File: src/rtl/miss_mem_pkg.sv
// miss_mem_pkg: address split helpers, fill FSM states and default spawn masks for miss_mem_model
package miss_mem_pkg;
   typedef enum logic {IDLE, FILL} fill_state_t;
   localparam logic [63:0] CHILD_CFG_DEF = 64'h7FBFDFEFF7FBFDFE;
   function automatic logic [29:0] word_idx(input logic [31:0] addr);
      return 30'(addr >> 2);
   endfunction
   function automatic logic [29:0] line_num(input logic [29:0] word, input int lw);
      return word / 30'(lw);
   endfunction
   function automatic logic [29:0] entry_idx(input logic [29:0] line, input int nl);
      return line % 30'(nl);
   endfunction
   function automatic logic [29:0] line_tag(input logic [29:0] line, input int nl);
      return line / 30'(nl);
   endfunction
   function automatic int tag_w(input int lw, input int nl);
      return 30 - $clog2(lw) - $clog2(nl);
   endfunction
endpackage

File: src/rtl/miss_fill_ctrl.sv
// miss_fill_ctrl: per-port line-presence table and fill engine that turns first touches into timed misses
module miss_fill_ctrl
   import miss_mem_pkg::*;
#(
   parameter int MISS_LAT   = 4,
   parameter int LINE_WORDS = 4,
   parameter int NUM_LINES  = 16
) (
   input  logic        clk,
   input  logic        rst_n,
   input  logic        req,
   input  logic [29:0] word,
   output logic        hit
);
   localparam int TW = tag_w(LINE_WORDS, NUM_LINES);
   localparam int EW = NUM_LINES > 1 ? $clog2(NUM_LINES) : 1;
   localparam int CW = MISS_LAT > 1 ? $clog2(MISS_LAT) : 1;
   fill_state_t          state;
   logic [CW-1:0]        cnt;
   logic [29:0]          fill_line;
   logic [29:0]          line;
   logic [29:0]          inst_line;
   logic [NUM_LINES-1:0] vld;
   logic [TW-1:0]        tags [NUM_LINES];
   logic [EW-1:0]        ent;
   logic [EW-1:0]        inst_ent;
   logic [TW-1:0]        tag;
   logic [TW-1:0]        inst_tag;
   logic                 start;
   logic                 done;
   logic                 inst;
   assign line      = line_num(word, LINE_WORDS);
   assign ent       = EW'(entry_idx(line, NUM_LINES));
   assign tag       = TW'(line_tag(line, NUM_LINES));
   assign hit       = vld[ent] && tags[ent] == tag;
   assign start     = state == IDLE && req && !hit;
   assign done      = state == FILL && cnt == CW'(MISS_LAT - 1);
   // a one-cycle latency installs straight from the missing request
   assign inst      = done || (start && MISS_LAT == 1);
   assign inst_line = state == FILL ? fill_line : line;
   assign inst_ent  = EW'(entry_idx(inst_line, NUM_LINES));
   assign inst_tag  = TW'(line_tag(inst_line, NUM_LINES));
   // fill FSM: capture the missing line, count out the latency, then mark it present
   always_ff @(posedge clk or negedge rst_n)
      if (!rst_n) begin
         state     <= IDLE;
         cnt       <= '0;
         fill_line <= '0;
         vld       <= '0;
      end else begin
         if (inst) vld[inst_ent] <= 1'b1;
         if (done) state <= IDLE;
         else if (state == FILL) cnt <= cnt + 1'b1;
         else if (start && MISS_LAT > 1) begin
            state     <= FILL;
            cnt       <= CW'(1);
            fill_line <= line;
         end
      end
   // tag store, written together with the valid bit on install
   always_ff @(posedge clk)
      if (inst) tags[inst_ent] <= inst_tag;
endmodule

File: config.mk
export PLATFORM = sky130hd
export DESIGN_NAME = miss_fill_ctrl
export DESIGN_NICKNAME = d
export VERILOG_FILES = /design/src/rtl/miss_mem_pkg.sv /design/src/rtl/miss_fill_ctrl.sv
export SDC_FILE = /design/constraint.sdc
export NUM_CORES = 1
export LEC_CHECK = 0
export BUFFER_PORTS_ARGS = -buffer_cell sky130_fd_sc_hd__buf_2
export CORE_UTILIZATION = 50
export DETAILED_ROUTE_END_ITERATION = 8
export GPL_TIMING_DRIVEN = 0
export PLACE_DENSITY = 0.67
export REMOVE_ABC_BUFFERS = 1
export SYNTH_ARGS = -nofsm -noshare
export SYNTH_HDL_FRONTEND = slang
export SYNTH_SLANG_ARGS = --single-unit
File: constraint.sdc
create_clock -name clk -period 5.95 [get_ports clk]
set_clock_uncertainty 0.2 [all_clocks]
set_input_delay 0.595 -clock clk [delete_from_list [all_inputs] [get_ports clk]]
set_output_delay 0.595 -clock clk [all_outputs]
set_load 0.02 [all_outputs]
# --- Word-level counts from Yosys, hierarchy flattened ---
# Memories as Yosys holds them, arrays and structs flattened.
# Cells that the tools add are included.
classes:
  n_eq_ne: 2
  n_reduce_logical: 9
  mux: 12
  bitwise_logic: 3
  addsub: 1
  magnitude_cmp: 3
op_table:
  columns: ["operator", "n"]
  rows:
  - ["$mux W28", 1]
  - ["$eq A24 B24 Y1", 1]
  - ["$or A16 B16 Y16", 1]
  - ["$lt A4 B5 Y1 const B", 2]
  - ["$mux W1", 7]
  - ["$logic_and A1 B1 Y1", 5]
  - ["$bmux W1 S4", 1]
  - ["$demux W1 S4", 1]
  - ["$ge A4 B1 Y1 const B", 1]
  - ["$mux W2", 2]
  - ["$reduce_and A3 Y1", 1]
  - ["$add A2 B1 Y2 const B", 1]
  - ["$eq A2 B2 Y1 const B", 1]
  - ["$not A1 Y1", 2]
  - ["$reduce_and A2 Y1", 1]
  - ["$reduce_bool A2 Y1", 1]
  - ["$logic_not A1 Y1", 1]
totals:
  output_inout_bits: 1
  mem_count: 1
  register_bits: 47
  mem_bits_rw: 384
  inputBits: 33
memory_table:
  columns: ["name", "depth", "word_bits", "rd", "rd_ports_with_merged_regs", "wr", "line", "source"]
  rows:
  - ["tags", 16, 24, 1, 0, 1, "miss_fill_ctrl.sv:24", "logic [TW-1:0] tags [NUM_LINES];"]

# --- Logic depth before layout (Yosys ltp) ---
# Gate-level depths: netlist of the first run.
depth:
  word_depth: 8
  ltp_mapped: 14

# --- Worst setup path before layout of the first run ---
# OpenSTA, ideal clock, no wires.
synth_timing:
  path_type: "input to output"
  start: "input port word[2]"
  end: "output port hit"
  t_required_ns: 5.155
  setup_slack_ns: 1.520
  t_arrival_ns: 3.635
  stages: 11
  cell_sequence: "buf_6 -> buf_12 -> buf_6 -> buf_4 -> buf_2 -> mux4_2 -> mux2i_1 -> xor2_1 -> a31oi_1 -> or4_1 -> nor4_1"
synth_via:
  elab_chain_len: 3
synth_lines:
  columns: ["element", "line", "source"]
  rows:
  - ["start: declaration", "miss_fill_ctrl.sv:12", "input logic [29:0] word,"]
  - ["$mem_v2 Z16 W24 or $bmux W1 S4 (tied branches)", null, null]
  - ["$eq A24 B24 Y1 or $mux W1 (tied branches)", "miss_fill_ctrl.sv:35", "assign hit = vld[ent] && tags[ent] == tag;"]
  - ["$logic_and A1 B1 Y1 (*)", "miss_fill_ctrl.sv:35", null]
  - ["end: declaration", "miss_fill_ctrl.sv:13", "output logic hit"]
# Every way passes the cells marked *; elsewhere a longest branch is shown, timed or not. The select of a mux whose other input is x is not followed.

# --- Final worst setup path of the first run ---
# Ends and elaborated chain as after synthesis.

==> results.tsv, run 1 <==
stage	metric	value	unit
run_status	status	finished, final reports clean	
route	wl_met2	18200	um
sta	worst_pin_slew	0.988	ns
die	start_util	0.509	
synth	synth_cells	853	
clock_network	clock_sinks	431	
sta	drv_slew	0	
setup_path	cp_max_fo	74	
sta	whs	0.121	ns
global_route	grt_remaining_overflow	0	
route	wl	37900	um
clock_network	htreeDepth	2	
flow_run	max_cap_viol_count	0	
die	die-area	35900	um2
synth	avgSynthCellArea	20.6	um2
setup_path	end_kind	output port	
sta	timing.fmax	196	MHz
die	pin_count	34	
clock_network	cts-resized-gates	0	
die	coreArea	34500	um2
route	wl_met1	16700	um
sta	tns	0	ns
die	rows	68	
synth	yosys_warnings	0	
clock_network	numCtsBuffers	44	
layout	synthToLayoutAreaGrowth	14.2	%
placed_design	gp_congestion	0.725	
synth	synthesis.area	17600	um2
layout	antenna_cells	0	
route	vias	8467	
global_route	antenna_found_initial	0	
layout	final_nets	947	
sta	grt_setup_unrepaired	no	
power	peakVddDrop	288	uV
route	viasPerCell	6.05	
placed_design	place_inst	1321	
sta	min_period_over_period	0.859	
sta	setup_viol	0	
setup_path	r2r_setup_slack	1.97	ns
setup_path	cp.arrival	4.32	ns
global_route	grt_pass1_wl	56900	um
die	fp.dieW	189	um
route	drt-initial-drc-count	842	
power	p_leak	0.00677	uW
layout	layout-drive-gt1-share	0.302	
synth	yosysSeqAreaShare	0.723	
global_route	grt_max_degree	75	
sta	min_period	5.11	ns
synth	synth_cell_types	51	
route	dr.pass1.iters	5	
clock_network	clk_latency	0.54	ns
route	routed_wire_length_per_instance	27.1	um
clock_network	cts_root_buf	clkbuf_16	
setup_path	cp.required	5.16	ns
route	met3_length	2160	um
power	p_per_area	403	nW/um2
synth	ys_ff_latch	431	
clock_network	cts_tree	yes	
route	top_layer	met4	
worst_hold_path	hold_class	in2reg	
setup_path	critPathKind	in2out	
layout	stdcell_count	1400	
route	drc	0	
sta	max_slew_margin	0.337	
placed_design	dp_hpwl	22100	um
placed_design	numPortBuffers	31	
clock_network	clockBufferDepth	3	
route	ant_nets	0	
placed_design	place_area	18700	um2
global_route	grt_util_all_layers	0.220	
setup_path	cp-start-kind	input pin	
layout	stdcell_area	20100	um2
global_route	first_global_vias	8653	
die	fp.dieH	189	um
clock_network	post-cts-setup-buffer-count	0	
sta	finalHoldViolCount	0	
clock_network	clk_pin_slew_worst_paths	0.06	ns
state kept, by name, indices dropped and copies added, names as in the netlist:
signal,flops
tags,384
cnt,2
vld,16
state,1
fill_line,28
path summary, 6_finish.rpt:
kind | startpoint | endpoint | cells after the start
setup / recovery | word[2] | hit | 10
hold / removal | word[27] | fill_line[25]$_DFFE_PN0P_ | 2
setup reg to reg | tags[11][8]$_DFFE_PP_ | fill_line[23]$_DFFE_PN0P_ | 10
hold reg to reg | vld[15]$_DFFE_PN0P_ | vld[15]$_DFFE_PN0P_ | 1
max in group asynchronous | rst_n | state$_DFF_PN0_ | 2
min in group asynchronous | rst_n | fill_line[20]$_DFFE_PN0P_ | 2
cell families (layout without fill, tap and decap cells):
group / Yosys count / after routing / share of synthesized area
flops: 431 / 431 / 0.723
mux: 222 / 222 / 0.202
simple gates: 93 / 93 / 0.0294
buf+inv: 46 / 138 / 0.0174
xor+xnor: 32 / 32 / 0.0159
compound gates: 28 / 28 / 0.0118
fa+ha+maj: 1 / 1 / 0.000712
cell usage after synthesis, drive strengths merged:
library cell,number,area share
or4,2,0.0011
clkbuf,10,0.0021
mux2i,73,0.042
o311ai,1,0.0015
xnor2,17,0.0085
and3,1,0.00036
a22o,1,0.00050
nand3,4,0.0011
a21oi,5,0.0014
o211ai,3,0.0013
or2,16,0.0057
dfrtp,47,0.067
a211oi,2,0.00085
nand3b,2,0.00085
buf,32,0.014
nand4,7,0.0025
xor2,15,0.0075
nand2,15,0.0032
a2111oi,1,0.00050
and2,1,0.00036
a221oi,2,0.0010
nor4,3,0.0011
or4b,2,0.0011
a31oi,3,0.0011
nor3b,2,0.00085
edfxtp,384,0.66
mux2,57,0.041
nor2b,1,0.00036
o22ai,3,0.0011
or3,2,0.00071
o22a,1,0.00050
o21ai,4,0.0011
nand4b,4,0.0020
nor2,22,0.0047
nor4bb,1,0.00057
mux4,92,0.12
o221ai,1,0.00050
ha,1,0.00071
inv,4,0.00085
nor3,3,0.00085
and4b,1,0.00057
nand2b,4,0.0014
a311oi,1,0.00050
routing by layer:
| layer | vias to the layer above | track usage |
|---|---|---|
| met5 | - | 0 |
| met4 | 0 | 0.0611 |
| met3 | 66 | 0.0282 |
| met2 | 270 | 0.345 |
| met1 | 4517 | 0.328 |
| li1 | 3614 | - |
report_power, final:
group	internal, uW	switching, uW	leakage (uW)
Combinational	515	836	0.00211
Clock	1530	1070	0.000657
Sequential	4000	131	0.00400
placed cells by master (no fill, tap or decap), drive strengths merged, types with 4 or more instances in the layout:
cell type / netlist / final
a21oi: 5 / 5
mux2: 57 / 57
nand3: 4 / 4
nand4: 7 / 7
xnor2: 17 / 17
clkinv: 0 / 6
mux2i: 73 / 73
inv: 4 / 4
nand2: 15 / 15
or2: 16 / 16
nand2b: 4 / 4
mux4: 92 / 92
nor2: 22 / 22
clkbuf: 10 / 70
edfxtp: 384 / 384
nand4b: 4 / 4
dfrtp: 47 / 47
o21ai: 4 / 4
xor2: 15 / 15
buf: 32 / 55
final cells by class:
type,count,area [um2]
Tap cell,455,569
Inverter,4,15.0
Sequential cell,431,12700
Timing Repair Buffer,56,748
Multi-Input combinational cell,376,4680
Clock inverter,8,88.8
Fill cell,2557,14500
Clock buffer,70,1260
through the flow:
step                setup WS [ns]  total power (uW)   util
finish                      0.838              8090  0.581
global route                0.609              8390  0.581
CTS                         0.714              8130  0.581
detailed placement          0.721              5550  0.542
global placement            -2.60              5390  0.521
floorplan                    1.63              4980      -
critical path, stage by stage:
cell and delay (ns):
buf_8 0.30, buf_16 0.46, mux4_2 0.59, mux2i_1 0.18
xor2_1 0.16, mux2i_1 0.18, a2111oi_0 0.81, nand3_1 0.14
nor4_1 0.56, buf_2 0.29
timing repair:
item	4_1_cts	5_1_grt
endpoints found under the hold margin	0	43
endpoints found under the setup margin	0	0
hold buffers	0	1
Note: power is estimated with default switching activity, not from simulation.
==> run 2, diff against run 1 <==
--- a/config.mk
+++ b/config.mk
@@ -7,6 +7,7 @@
 export LEC_CHECK = 0
 export BUFFER_PORTS_ARGS = -buffer_cell sky130_fd_sc_hd__buf_2
 export CORE_UTILIZATION = 50
+export CTS_BUF_LIST = sky130_fd_sc_hd__clkbuf_4
 export DETAILED_ROUTE_END_ITERATION = 8
 export GPL_TIMING_DRIVEN = 0
 export PLACE_DENSITY = 0.67
==> results.tsv, run 2 (same netlist as run 1, synthesis figures left out) <==
stage	metric	value	unit
die	coreArea	34500	um2
flow_run	max_cap_viol_count	0	
setup_path	cp.required	5.16	ns
global_route	grt_pass1_wl	58100	um
placed_design	place_area	18700	um2
sta	tns	0	ns
placed_design	numPortBuffers	31	
layout	stdcell_count	1542	
global_route	grt_max_degree	75	
die	start_util	0.509	
sta	finalHoldViolCount	0	
route	routed_wire_length_per_instance	24.9	um
clock_network	clock_sinks	431	
layout	layout_common_cells	384 x edfxtp_1, 167 x clkbuf_4, 86 x mux4_2, 73 x mux2i_1, 46 x dfrtp_1	
clock_network	htreeDepth	3	
die	rows	68	
die	die-area	35900	um2
layout	fillCellCount	2608	
die	pin_count	34	
sta	worst_slack	0.787	ns
layout	synthToLayoutAreaGrowth	15.8	%
placed_design	dp_hpwl	22100	um
die	fp.dieH	189	um
clock_network	postCtsHoldBufs	24	
setup_path	cp.arrival	4.37	ns
clock_network	clk_pin_slew_worst_paths	0.06	ns
power	power	7940	uW
route	viasPerCell	5.79	
route	wl	38400	um
global_route	grt_remaining_overflow	0	
global_route	antenna_found_initial	1	
clock_network	cts-resized-gates	0	
power	peakVddDrop	191	uV
route	ant_nets	0	
layout	final_common_cell	edfxtp_1	
clock_network	clk_latency	0.75	ns
global_route	first_global_vias	9312	
layout	stdcell_area	20300	um2
clock_network	cts_tree	yes	
sta	max_slew_margin	0.356	
sta	grt_setup_unrepaired	no	
clock_network	cts_root_buf	clkbuf_4	
setup_path	cp_max_fo	74	
sta	worst_pin_slew	0.961	ns
layout	largest_reg_flops	384	
sta	min_period	5.16	ns
placed_design	gp_congestion	0.725	
setup_path	end_kind	output port	
clock_network	post-cts-setup-buffer-count	0	
setup_path	cp-start-kind	input pin	
setup_path	critPathKind	in2out	
power	p_per_area	390	nW/um2
placed_design	pre_cts_ws	0.721	ns
clock_network	clockBufferDepth	3	
clock_network	numCtsBuffers	106	
global_route	grt_util_all_layers	0.225	
layout	register_area	12700	um2
die	fp.dieW	189	um
run_status	status	finished, final reports clean	
layout	regMostFlops	tags	
layout	final_nets	1032	
sta	setup_viol	0	
sta	timing.fmax	194	MHz
route	drt-initial-drc-count	835	
layout	layout-drive-gt1-share	0.372	
route	vias	8921	
worst_hold_path	hold_class	in2reg	
sta	drv_slew	0	
layout	reg.largest.list	tags: 384 flops, fill_line: 28 flops, vld: 16 flops	
route	dr.pass1.iters	5	
layout	multiInputGateArea	4680	um2
power	p_leak	0.00705	uW
placed_design	place_inst	1321	
sta	min_period_over_period	0.868	
route	drc	0	
[run 2: changes by cell type in the layout (fill, tap and decap cells not counted)]
| cell | change |
|---|---|
| clkinvlp_4 | +1 |
| diode_2 | +1 |
| bufinv_16 | -1 |
| clkinv_2 | -2 |
| clkbuf_1 | -21 |
| clkbuf_4 | +167 |
| dlygate4sd3_1 | +23 |
| inv_2 | +3 |
| clkbuf_16 | -45 |
| clkinv_1 | +20 |
| clkbuf_8 | -4 |
[run 2: cell type report]
cell class / instances / share of cell area
diodes: 1 / 0.000123
repair buffers: 79 / 0.0481
inverters: 4 / 0.000738
well taps: 455 / 0.0280
multi-input cells: 376 / 0.230
flip-flops and latches: 431 / 0.625
clock inverters: 29 / 0.00701
clock buffers: 167 / 0.0616
[run 2: final timing paths]
check	slack, ns	to	cells after the start	startpoint
hold / removal	0.09	fill_line[17]$_DFFE_PN0P_	2	word[19]
setup / recovery	0.79	hit	10	word[2]
min in group asynchronous	0.28	fill_line[19]$_DFFE_PN0P_	2	rst_n
hold reg to reg	0.26	vld[15]$_DFFE_PN0P_	1	vld[15]$_DFFE_PN0P_
setup reg to reg	1.98	fill_line[21]$_DFFE_PN0P_	10	tags[11][8]$_DFFE_PP_
max in group asynchronous	4.71	state$_DFF_PN0_	2	rst_n
[run 2: worst max-delay path: stages]
cell	delay, ns
buf_8	0.30
buf_16	0.47
mux4_2	0.59
mux2i_1	0.17
xor2_1	0.16
mux2i_1	0.19
a2111oi_0	0.83
nand3_1	0.15
nor4_1	0.57
buf_2	0.29
[run 2: metal layers]
layer	routed length, um	GRT usage
met2	18500	0.354
met3	2390	0.0458
met4	814	0.0797
met1	16700	0.316
met5	0	0
[run 2: per-stage QoR]
step            util  hold WS (ns)
2_1_floorplan      -        0.0994
3_5_place_dp   0.542         0.249
4_1_cts        0.589        0.0255
6_report       0.589        0.0905
3_3_place_gp   0.521         0.246
5_1_grt        0.589        0.0419
[run 2: report_power, final]
group	internal, uW	leakage [uW]	switching [uW]
logic	525	0.00221	836
registers	4000	0.00400	129
clock network	1320	0.000840	1140
total	5840	0.00705	2100
